===== config.mk =====
export PLATFORM = sky130hd
export DESIGN_NAME = lab2_problem2
export DESIGN_NICKNAME = d
export VERILOG_FILES = /design/src/rtl/lab2_problem2_pkg.sv /design/src/rtl/lab2_alu_core.sv /design/src/rtl/lab2_problem2.sv
export SDC_FILE = /design/constraint.sdc
export NUM_CORES = 1
export LEC_CHECK = 0
export ABC_AREA = 1
export BUFFER_PORTS_ARGS = -buffer_cell sky130_fd_sc_hd__buf_2
export CORE_MARGIN = 8
export CORE_UTILIZATION = 45
export DETAILED_ROUTE_END_ITERATION = 16
export PLACE_DENSITY = 0.67
export SKIP_CTS_REPAIR_TIMING = 1
export SYNTH_ARGS = -nofsm -noshare
export SYNTH_HDL_FRONTEND = slang
export SYNTH_SLANG_ARGS = --single-unit

===== constraint.sdc =====
create_clock -name clock -period 2.45 [get_ports clock]
set_input_delay 0.1225 -clock clock [delete_from_list [all_inputs] [get_ports clock]]
set_output_delay 0.1225 -clock clock [all_outputs]
set_load 0.02 [all_outputs]

===== src/rtl/lab2_problem2_pkg.sv =====
// lab2_problem2_pkg
//   Shared definitions for the lab2_problem2 registered ALU: the 3-bit
//   opcode encoding and the default operand width.
package lab2_problem2_pkg;

    localparam int DEFAULT_WIDTH = 4;

    typedef enum logic [2:0] {
        OP_ADD = 3'b000,
        OP_SUB = 3'b001,
        OP_AND = 3'b010,
        OP_OR  = 3'b011,
        OP_XOR = 3'b100,
        OP_NOT = 3'b101,
        OP_SHL = 3'b110,
        OP_SHR = 3'b111
    } op_e;

endpackage


===== src/rtl/lab2_alu_core.sv =====
// lab2_alu_core
//   Purely combinational ALU datapath.
//   Ports:
//     Select - 3-bit opcode (see op_e)
//     A, B   - WIDTH-bit unsigned operands
//     C      - carry-in for ADD/SUB, shift-in bit for SHL/SHR
//     result - WIDTH-bit result
//     carry  - carry-out (ADD/SUB), shifted-out bit (SHL/SHR), 0 otherwise
module lab2_alu_core
    import lab2_problem2_pkg::*;
#(
    parameter int WIDTH = DEFAULT_WIDTH
) (
    input  logic [2:0]       Select,
    input  logic [WIDTH-1:0] A,
    input  logic [WIDTH-1:0] B,
    input  logic             C,
    output logic [WIDTH-1:0] result,
    output logic             carry
);

    // One extra bit so the adder's MSB falls out as the carry.
    logic [WIDTH:0] sum;
    logic [WIDTH:0] cin_ext;

    assign cin_ext = {{WIDTH{1'b0}}, C};

    always_comb begin
        sum    = '0;
        result = '0;
        carry  = 1'b0;
        case (op_e'(Select))
            OP_ADD: begin
                sum    = {1'b0, A} + {1'b0, B} + cin_ext;
                result = sum[WIDTH-1:0];
                carry  = sum[WIDTH];
            end
            // Subtract as A + ~B + C: C=1 is "no borrow-in" and a carry
            // out of the top means "no borrow-out".
            OP_SUB: begin
                sum    = {1'b0, A} + {1'b0, ~B} + cin_ext;
                result = sum[WIDTH-1:0];
                carry  = sum[WIDTH];
            end
            OP_AND: result = A & B;
            OP_OR:  result = A | B;
            OP_XOR: result = A ^ B;
            OP_NOT: result = ~A;
            OP_SHL: begin
                result = {A[WIDTH-2:0], C};
                carry  = A[WIDTH-1];
            end
            OP_SHR: begin
                result = {C, A[WIDTH-1:1]};
                carry  = A[0];
            end
            default: begin
                result = '0;
                carry  = 1'b0;
            end
        endcase
    end

endmodule


===== src/rtl/lab2_problem2.sv =====
// lab2_problem2
//   Registered ALU: the combinational core result is captured every rising
//   edge, giving exactly one cycle of latency and no handshake.
//   Ports:
//     clock    - single clock, rising edge
//     reset    - synchronous active-low reset; clears RegOut/Carryout
//     Select   - 3-bit opcode
//     A, B     - WIDTH-bit unsigned operands
//     C        - carry-in / shift-in bit
//     RegOut   - registered result
//     Carryout - registered carry / shift-out flag
module lab2_problem2
    import lab2_problem2_pkg::*;
#(
    parameter int WIDTH = DEFAULT_WIDTH
) (
    input  logic             clock,
    input  logic             reset,
    input  logic [2:0]       Select,
    input  logic [WIDTH-1:0] A,
    input  logic [WIDTH-1:0] B,
    input  logic             C,
    output logic [WIDTH-1:0] RegOut,
    output logic             Carryout
);

    logic [WIDTH-1:0] RegOut_d, RegOut_q;
    logic             Carryout_d, Carryout_q;

    lab2_alu_core #(
        .WIDTH (WIDTH)
    ) u_core (
        .Select (Select),
        .A      (A),
        .B      (B),
        .C      (C),
        .result (RegOut_d),
        .carry  (Carryout_d)
    );

    // Reset wins over the operation in the same cycle; releasing it has no
    // recovery latency since the next edge just loads the core output.
    always_ff @(posedge clock) begin
        if (!reset) begin
            RegOut_q   <= '0;
            Carryout_q <= 1'b0;
        end else begin
            RegOut_q   <= RegOut_d;
            Carryout_q <= Carryout_d;
        end
    end

    assign RegOut   = RegOut_q;
    assign Carryout = Carryout_q;

endmodule


==> flow_summary_export.csv <==
group,metric,value,unit
outcome,status,"complete, no violations",
synthesis,yosysTopAreaCellShare,0.175,
global_route,grt_start_max_net_pins,10,
synthesis,ys.flop_type,"dfxtp_1",
synthesis,synthTopCellsByArea,"ha_1 18%, dfxtp_1 13%, nand2_1 11%",
floorplanning,die_area,3340,µm²
final_layout,area_delta_synth_final,16.9,%
synthesis,ys_seq_area_frac,0.127,
power,total_power,0.000330,W
synthesis,synth_common_cells,"24 x nand2_1, 23 x nor2_1, 20 x inv_1",
clock_tree,numCtsBuffers,3,
worst_setup_path,end_kind,"flop",
placement,portBuffers,18,
clock_tree,root_buffer,"clkbuf_4",
global_route,antenna_found_initial,0,
synthesis,syn_nets,156,
floorplanning,pin_count,19,
synthesis,yosysWarningCount,0,
synthesis,syn_inst,127,
floorplanning,fp.dieH,57.8,µm
final_layout,n_antenna_cell,0,
worst_setup_path,crit_type,"in2reg",
drt,via_count,857,
timing,slew_headroom,0.706,
clock_tree,htreeDepth,1,
global_route,grt_pass1_vias,818,
clock_tree,clockBufferDepth,2,
timing,setup_viol,0,
synthesis,syn_avg_cell_area,6.19,µm²
final_layout,nets,178,
timing,maxSlewViolCount,0,
timing,setup-tns-final,0,ns
worst_setup_path,cp_max_fo,4,
floorplanning,core,1690,µm²
synthesis,ys_ff_latch,5,
timing,fin_crit,1.70,ns
drt,viasPerCell,5.19,
drt,wire_per_inst,12.7,µm
worst_setup_path,start_kind,"primary input",
clock_tree,clkTransAtPathRegs,0.05,ns
timing,finalHoldViolations,0,
drt,wl,2090,µm
synthesis,yosysMostFrequentCell,"nand2_1",
timing,period_share,0.696,
drt,first_pass_iters,4,
clock_tree,cts.sinks,5,
power,power_density,360,nW/µm²
global_route,grt-ovfl-total,0,
global_route,grt_use_total,0.127,
power,p_leak,0.512,nW
synthesis,netlist_area,786,µm²
floorplanning,die_w,57.8,µm
synthesis,synth.distinct_cells,19,
synthesis,synth_top_cell_by_area,"ha_1",
drt,route.detailed.drc,0,
clock_tree,cts_tree,"yes",
power,vdd_drop_max,0.188,mV
timing,rsz0062_at_grt,"false",
synthesis,synth_edf_count,0,
flow_run,max-cap-violations,0,
worst_setup_path,worstPathRequired,2.58,ns
timing,max_freq,587,MHz
timing,setup_ws,0.746,ns
placement,pre_cts_ws,0.493,ns
placement,place_hpwl,1780,µm
final_layout,drive_gt1_frac,0.162,
timing,fin_hold_ws,0.126,ns
worst_hold_path,hold_path.class,"in2reg",
placement,place_congestion,0.985,
floorplanning,num_rows,15,
floorplanning,floorplan.initialDensity,0.465,
worst_hold_path,whs_path_depth,3,
global_route,grt_first_pass_wirelength,3470,µm
timing,worst_pin_slew,0.440,ns
synthesis,async_reset_ff_frac,0,
drt,detail-route-antenna-nets,0,
worst_setup_path,arrival,1.84,ns
drt,drt_iter0_drc,35,
## flip-flops by register name, summed over array words and instances (netlist names)
register,cells
Carryout,1
RegOut,4
## cell families (layout without fill, tap and decap cells)
kind of cell | count (synthesis) | count (layout) | synth area share
adders and majority gates | 15 | 15 | 0.277
DFF | 5 | 5 | 0.127
AOI/OAI and AO/OA | 22 | 22 | 0.150
xor gates and xnor gates | 1 | 1 | 0.0111
and+or+nand+nor | 62 | 62 | 0.328
buffers and inverters | 22 | 43 | 0.107
## stage by stage
stage               cell area (µm²)   util  cells
finish                          918  0.544    165
global route                    918  0.544    165
CTS                             918  0.544    165
detailed placement              892  0.528    161
global placement                892  0.528    161
floorplan                       786      -    127
## placed cells by master (no fill, tap or decap), types with 4 or more instances in the layout
cell,netlist,layout
ha_1,11,11
fa_1,4,4
o21ai_0,10,10
buf_2,1,18
nor2_1,23,23
nand2_1,24,24
inv_1,20,20
a21oi_1,8,8
dfxtp_1,5,5
nand3_1,11,11
## layout make-up
class / count / area [µm²]
sequential: 5 / 100
tap: 17 / 21.3
fill: 183 / 771
clock buffer: 4 / 26.3
inverter: 21 / 78.8
multi-input combinational: 100 / 602
timing repair buffer: 18 / 90.1
## worst max-delay path: stages
cell,delay (ns)
buf_2,0.12
inv_1,0.11
fa_1,0.47
fa_1,0.42
or2_2,0.29
nand3_1,0.08
o211ai_1,0.08
nor2_1,0.10
nor2_1,0.05
## where the power goes
part           internal [W]  switching (W)
sequential        0.0000892     0.00000151
combinational     0.0000534      0.0000914
clock             0.0000616      0.0000333
total              0.000204       0.000126
## final timing paths
path / startpoint / endpoint / slack, ns
setup / recovery: A[0] / RegOut[2] / 0.75
hold / removal: reset / Carryout / 0.13
## routing by layer
layer | wire (µm) | GRT usage | vias to the layer above | part of all wire
met3 | 97 | 0.0309 | 0 | 0.046
met5 | 0 | 0 | - | 0
li1 | - | - | 447 | -
met1 | 944 | 0.151 | 391 | 0.45
met4 | 0 | 0.0210 | 0 | 0
met2 | 1050 | 0.228 | 19 | 0.50
Power figures use the tool's default switching activity.
